### src/rtl/ex_alu_unit.sv
// rtl/ex_alu_unit.sv - execute-stage ALU with shift-add MULTU and HI/LO registers
module ex_alu_unit #(
    parameter int WIDTH = 32
) (
    input  logic             clk,
    input  logic             rst_n,
    input  logic             in_valid,
    output logic             in_ready,
    input  logic [5:0]       funct,
    input  logic [WIDTH-1:0] src_a,
    input  logic [WIDTH-1:0] src_b,
    input  logic [4:0]       shamt,
    output logic             out_valid,
    input  logic             out_ready,
    output logic [WIDTH-1:0] out_result,
    output logic             out_zero,
    output logic             out_illegal
);

    localparam logic [5:0] F_ADD   = 6'b001001;
    localparam logic [5:0] F_SUB   = 6'b001010;
    localparam logic [5:0] F_SLL   = 6'b100001;
    localparam logic [5:0] F_OR    = 6'b100101;
    localparam logic [5:0] F_MULTU = 6'b011001;
    localparam logic [5:0] F_MFHI  = 6'b010000;
    localparam logic [5:0] F_MFLO  = 6'b010010;

    typedef enum logic [1:0] {S_IDLE, S_MUL, S_DONE} state_t;

    state_t             state, state_next;
    logic [4:0]         cnt;
    logic [WIDTH-1:0]   mcand;
    logic [2*WIDTH-1:0] acc;
    logic [WIDTH-1:0]   hi, lo;
    logic [WIDTH-1:0]   res;
    logic               illegal;
    logic               accept;
    logic               is_multu;
    logic [WIDTH:0]     sum;
    logic [2*WIDTH-1:0] acc_step;

    assign in_ready = (state == S_IDLE) && (!out_valid || out_ready);
    assign accept   = in_valid && in_ready;
    assign is_multu = (funct == F_MULTU);

    // Low accumulator half holds the remaining multiplier bits; the carry out
    // of the upper-half add is shifted back in so no product bit is lost.
    assign sum      = {1'b0, acc[2*WIDTH-1:WIDTH]} + (acc[0] ? {1'b0, mcand} : '0);
    assign acc_step = {sum, acc[WIDTH-1:1]};

    always_comb begin
        res     = '0;
        illegal = 1'b0;
        case (funct)
            F_ADD:   res = src_a + src_b;
            F_SUB:   res = src_a - src_b;
            F_SLL:   res = src_b << shamt;
            F_OR:    res = src_a | src_b;
            F_MULTU: res = '0;
            F_MFHI:  res = hi;
            F_MFLO:  res = lo;
            default: illegal = 1'b1;
        endcase
    end

    always_comb begin
        state_next = state;
        case (state)
            S_IDLE:  if (accept && is_multu) state_next = S_MUL;
            S_MUL:   if (cnt == 5'd31) state_next = S_DONE;
            S_DONE:  state_next = S_IDLE;
            default: state_next = S_IDLE;
        endcase
    end

    always_ff @(posedge clk) begin
        if (!rst_n) begin
            state <= S_IDLE;
        end else begin
            state <= state_next;
        end
    end

    always_ff @(posedge clk) begin
        if (!rst_n) begin
            cnt   <= '0;
            mcand <= '0;
            acc   <= '0;
            hi    <= '0;
            lo    <= '0;
        end else begin
            case (state)
                S_IDLE: begin
                    if (accept && is_multu) begin
                        cnt   <= '0;
                        mcand <= src_a;
                        acc   <= {{WIDTH{1'b0}}, src_b};
                    end
                end
                S_MUL: begin
                    acc <= acc_step;
                    cnt <= cnt + 5'd1;
                end
                S_DONE: begin
                    hi <= acc[2*WIDTH-1:WIDTH];
                    lo <= acc[WIDTH-1:0];
                end
                default: ;
            endcase
        end
    end

    always_ff @(posedge clk) begin
        if (!rst_n) begin
            out_valid   <= 1'b0;
            out_result  <= '0;
            out_zero    <= 1'b0;
            out_illegal <= 1'b0;
        end else if (state == S_DONE) begin
            out_valid   <= 1'b1;
            out_result  <= '0;
            out_zero    <= 1'b1;
            out_illegal <= 1'b0;
        end else if (accept && !is_multu) begin
            out_valid   <= 1'b1;
            out_result  <= res;
            out_zero    <= (res == '0);
            out_illegal <= illegal;
        end else if (out_ready) begin
            out_valid <= 1'b0;
        end
    end

endmodule

### config.mk
export PLATFORM = sky130hd
export DESIGN_NAME = ex_alu_unit
export DESIGN_NICKNAME = d
export VERILOG_FILES = /design/src/rtl/ex_alu_unit.sv
export SDC_FILE = /design/constraint.sdc
export NUM_CORES = 1
export LEC_CHECK = 0
export BUFFER_PORTS_ARGS = -buffer_cell sky130_fd_sc_hd__buf_2
export CAP_MARGIN = 15
export CORE_AREA = 10 10 193 240
export DETAILED_ROUTE_END_ITERATION = 16
export DIE_AREA = 0 0 203 250
export GPL_ROUTABILITY_DRIVEN = 0
export RECOVER_POWER = 100
export SYNTH_ARGS = -nofsm -noshare
export SYNTH_HDL_FRONTEND = slang
export SYNTH_SLANG_ARGS = --single-unit
### constraint.sdc
create_clock -name clk -period 5.9 [get_ports clk]
set_input_delay 0 -clock clk [delete_from_list [all_inputs] [get_ports clk]]
set_output_delay 0 -clock clk [all_outputs]
set_load 0.02 [all_outputs]
* Yosys cells after proc, flatten, opt, wreduce, memory -nomap -nowiden
Index checks and enable logic that the tools add are counted.
Storage, ports and cells: output and inout port bits 36, input port bits 79, logic and storage cells 61, register bits 202
Operators by class: bitwise operators 2, add/subtract/negate cells 4, equality and inequality tests 12, muxes and demuxes 15, reduce and logical (&&, ||, !) cells 17, shifts and indexed selects 1
Operator list (number):
- case mux 32 bit (6 select lines) | 1
- case mux 64 bit (2 select lines) | 1
- two-way mux 64 bit | 1
- adder 32 x 32 -> 33 bit | 1
- adder 32 bit | 1
- logical NOT 32 bit | 1
- two-way mux 32 bit | 1
- bitwise OR 32 bit | 1
- << shifter 32 x 5 -> 32 bit | 1
- subtractor 32 bit | 1
- equality test 6 x 5 -> 1 bit (second input constant) | 3
- equality test 6 x 4 -> 1 bit (second input constant) | 2
- equality test 6 bit (second input constant) | 2
- case mux 5 bit (2 select lines) | 1
- OR reduction 7 bit | 1
- two-way mux 1 bit | 6
- AND reduction 2 bit | 3
- adder 5 x 1 -> 5 bit (second input constant) | 1
- equality test 5 bit (second input constant) | 1
- two-way mux 5 bit | 1
- logical AND 1 bit | 4
- two-way mux 2 bit | 2
- case mux 2 bit (2 select lines) | 1
- nonzero test 2 bit | 2
- 10 further kinds | 11

* Longest topological paths before layout
depth after elaboration 7, depth in mapped cells 23, gate-level depth less buffers 23

* Worst setup path before layout
No wires, ideal clock.
path kind input to register, from input src_b[5], to register out_zero, cell stages on the path 18, data required time 5.812 ns, slack 1.561 ns, library setup time 0.088 ns, buffers on the path 2, data arrival time 4.251 ns, cell sequence buf_6 -> or3_1 -> or3b_1 -> or3b_4 -> o41ai_1 -> xor2_1 -> ha_1 -> clkbuf_1 -> nand4_1 -> o21a_1 -> or2_2 -> and3_1 -> a311o_1 -> a21oi_1 -> nand4_1 -> nor4_1 -> nand4_1 -> o32ai_2
Between the ends: word-level cells in the longest chain between the ends 5, elaborated cells between the ends (all ways) 8, those cells by class add/sub: 2; shift: 1; mux: 3; bitwise: 1; reduce/logical: 1
RTL lines:
- start: declaration | RTL line 11 | input logic [WIDTH-1:0] src_b,
- subtractor 32 bit, or another cell as far along | RTL line 56 | F_SUB: res = src_a - src_b;
- case mux 32 bit (6 select lines) * | RTL line 54 | case (funct)
- logical NOT 32 bit * | RTL line 127 | out_zero <= (res == '0);
- two-way mux 1 bit * | RTL line 124 | end else if (accept && !is_multu) begin
- two-way mux 1 bit * | RTL line 119 | end else if (state == S_DONE) begin
- end signal: assignment | RTL line 127
- end: declaration | RTL line 16 | output logic out_zero,
Mark *: on every way between the ends. The rest lies on a longest branch, timed or not. The select of a mux whose other input is x is not followed. A chain may end at the register's enable or synchronous reset.

* Worst setup path in the final report
from input funct[0], to register out_zero
Between the ends: word-level cells in the longest chain between the ends 5, elaborated cells between the ends (all ways) 14, those cells by class eq/ne: 7; mux: 3; reduce/logical: 4
RTL lines:
- start: declaration | RTL line 9 | input logic [5:0] funct,
- equality test 6 x 5 -> 1 bit, or another cell as far along | RTL line 54
- case mux 32 bit (6 select lines) | RTL line 54
- logical NOT 32 bit | RTL line 127
- two-way mux 1 bit | RTL line 124
- two-way mux 1 bit | RTL line 119
Several ways; a longest one is shown, not always the timed one. The select of a mux whose other input is x is not followed.

==> metrics.yaml <==
synthesis:
  main_flop_type_after_synthesis: "dfxtp_1"
  netlist_instances: 1937
  synth.distinct_cells: 87
  yosys_register_bits: 202
  mappedNetlistNets: 2085
  yosysSeqAreaShare_pct: 28.0
  synth-warning-count: 0
  synthesized_area_divided_by_synthesized_cell_count_um2: 7.45
  netlist_area_um2: 14400
  synth_enable_flop_cells: 0
  postSynth.asyncResetShare_pct: 0
place:
  post-place-cells: 2485
  detailed_place.area_um2: 15300
  dp_slack_ns: 1.08
  post-dp-hpwl_um: 38700
  port_buffers: 114
timing:
  worst_slew_pin_slew_ns: 2.97
  finalHoldViolations: 0
  finalWorstSetupSlack_ns: 0.678
  fin_crit_ns: 5.22
  totalNegativeSetupSlack_ns: 0
  hold_ws_ns: 0.216
  setup_viol: 0
  layout_worst_path_cycle_share_pct: 88.5
  final_max_slew_viol_count: 216
  unrepaired_setup_endpoints_after_global_routing: "false"
  slew_headroom_pct: -98.2
  fmaxAchievable_ghz: 0.191
  fin_skew_ns: 0.0236
clock_tree:
  tritoncts: "done"
  clk_latency_worst_skew_pair_ns: 0.54
  htree_num_levels: 1
  cts-buffers-inserted: 22
  cts-root-buf: "clkbuf_16"
  post_cts_buffers: 0
  worst_setup_hold_path_clk_slew_ns: 0.06
  clock_sink_count: 202
  clk_path_buf_depth: 3
floorplanning:
  core.rowCount: 84
  floorplan.die.width_um: 203
  core-area_um2: 41700
  design.die.area_um2: 50800
  initial_core_util_pct: 34.6
  die_h_um: 250
  floorplan.io_pins: 115
setup_path:
  critical_path_peak_fanout: 22
  critPathMaxStageDelay_ns: 0.80
  start_kind: "primary input"
  critPathRequiredTime_ns: 6.32
  endpoint_kind: "flip-flop"
  cpMaxStageDelayCell: "clkbuf_1"
  arrival_ns: 5.64
  critical_path_class: "in2reg"
  worstPathCellList: "dlygate4sd3_1 > buf_2 > nand2b_1 > nand2b_1 > clkbuf_1 > o21ai_0 > xor2_1 > ha_1 > and2_0 > a31oi_1 > nand4b_1 > a311oi_2 > o31ai_1 > a2111oi_0 > clkbuf_1 > and4_1 > nand4_1 > o32ai_1"
global_routing:
  antenna_violations_before_repair: 3
  gr-max-usage-layer: "met2"
  grt_max_degree: 85
  use_met2_pct: 33.6
  grt_remaining_overflow: 0
  gr_util_met3_pct: 2.70
  global_route_wire_length_before_repair_um: 81500
  first_global_vias: 14100
  globalRouteTotalUtil_pct: 19.7
  met1_usage_pct: 24.2
route:
  route.final.wire_length_um: 52700
  via_cell_ratio: 5.73
  antenna_violating_nets_post_route: 0
  detailedRoute.firstPassIterationCount: 7
  detail_route.drc_violations: 0
  drtIter0Drc: 1364
  post_drt_wl_per_cell_um: 20.3
  num_vias: 14900
finish:
  area.growth.synth_to_final_pct: 15.4
  leading_cell_types_in_the_layout_fill_and_taps_excluded: "403 x nand2_1, 215 x a21oi_1, 202 x dfxtp_1"
  post_route_cells_drive_above_1_share_pct: 9.88
  finish.cell_count_without_fillers: 2594
  fin_util_pct: 39.9
  layout_commonest_cell: "nand2_1"
  layout.nets: 2167
  design_area_um2: 16600
status:
  status: "complete, but fails checks"
  violations_in_the_final_reports: "capacitance limit, slew limit"
pwr:
  p_leak_nw: 6.33
  power.density_cell_area_nw_per_um2: 211
  power.ir.vdd_worst_uv: 160
  design_power_total_mw: 3.51
flow_run:
  drv_cap: 5
min_path:
  hp-class: "in2reg"
path summary, 6_finish.rpt:
path	from	end	slack, ns	depth (start not counted)
max	funct[0]	out_zero	0.68	18
min	in_valid	mcand[0]	0.22	4
max reg2reg	acc[0]	acc[63]	1.04	13
min reg2reg	mcand[14]	mcand[14]	0.45	2
metal layers:
layer  up-vias  wire (um)  share of wire, %
met2       631      25300                48
met5         -         19             0.036
li1       7097          -                 -
met4         4       2330               4.4
met1      7001      21400                41
met3       130       3620               6.9
worst max-delay path: cells and delay by family:
kind,cells,cell delay (ns)
AOI/OAI and AO/OA,6,2.20
xor gates and xnor gates,1,0.21
adders and majority gates,1,0.36
buffers and inverters,4,1.70
and+or+nand+nor,6,1.18
power breakdown:
part | internal, mW | switching, mW
clock | 0.842 | 0.598
sequential | 1.38 | 0.0109
combinational | 0.253 | 0.427
total | 2.48 | 1.04
synthesized netlist by cell type (all sizes together), types with 6 or more instances:
cell / n / area (um2)
a2111oi: 6 / 58.8
nand2b: 20 / 125
mux2: 17 / 191
o21ai: 90 / 450
nand3: 53 / 265
a21boi: 6 / 45.1
a311oi: 34 / 304
a21oi: 215 / 1080
nand4: 14 / 87.6
nor3: 48 / 245
o21a: 13 / 97.6
a31oi: 12 / 81.3
and3: 16 / 100
dfxtp: 202 / 4040
xor2: 36 / 315
mux4: 20 / 469
nor4: 9 / 68.8
nor2: 151 / 574
o31ai: 14 / 105
a21o: 18 / 135
nand2: 404 / 1520
clkbuf: 110 / 414
mux2i: 43 / 430
a221oi: 18 / 158
nor2b: 11 / 68.8
inv: 23 / 86.3
and2: 35 / 221
o211ai: 19 / 143
a211oi: 38 / 290
o21bai: 14 / 109
ha: 67 / 838
or3: 7 / 45.1
buf: 40 / 229
or2: 12 / 75.1
xnor2: 32 / 280
area by class of cell:
cell class	instances	area, um2
Sequential cell	202	4040
Antenna cell	1	2.50
Clock buffer	30	672
Inverter	24	92.6
Tap cell	559	699
Multi-Input combinational cell	1561	9660
Timing Repair Buffer	208	1390
Fill cell	4280	25100
Clock inverter	9	85.1
sequential cells by signal, summed over array words and instances (netlist names), 2 cells and up:
| register | cells |
|---|---|
| state | 2 |
| mcand | 32 |
| out_result | 32 |
| cnt | 5 |
| hi | 32 |
| lo | 32 |
| acc | 64 |
logic make-up (layout without fill, tap and decap cells):
logic type               after synthesis  after routing  synth area share (%)
AO/OA/AOI/OAI                        542            542                  24.2
XOR/XNOR                              68             68                  4.13
adder cells (fa/ha/maj)               69             69                  6.09
buffers and inverters                174            271                  5.08
flip-flops                           202            202                  28.0
multiplexers                          80             80                  7.56
other                                  0              1                     0
AND/OR/NAND/NOR                      802            802                  24.9
what timing repair did:
action | in CTS | in global routing
endpoints found under the hold margin | 68 | 0
gates resized for setup | 0 | 0
hold buffers | 68 | 0
Power figures use the tool's default switching activity.
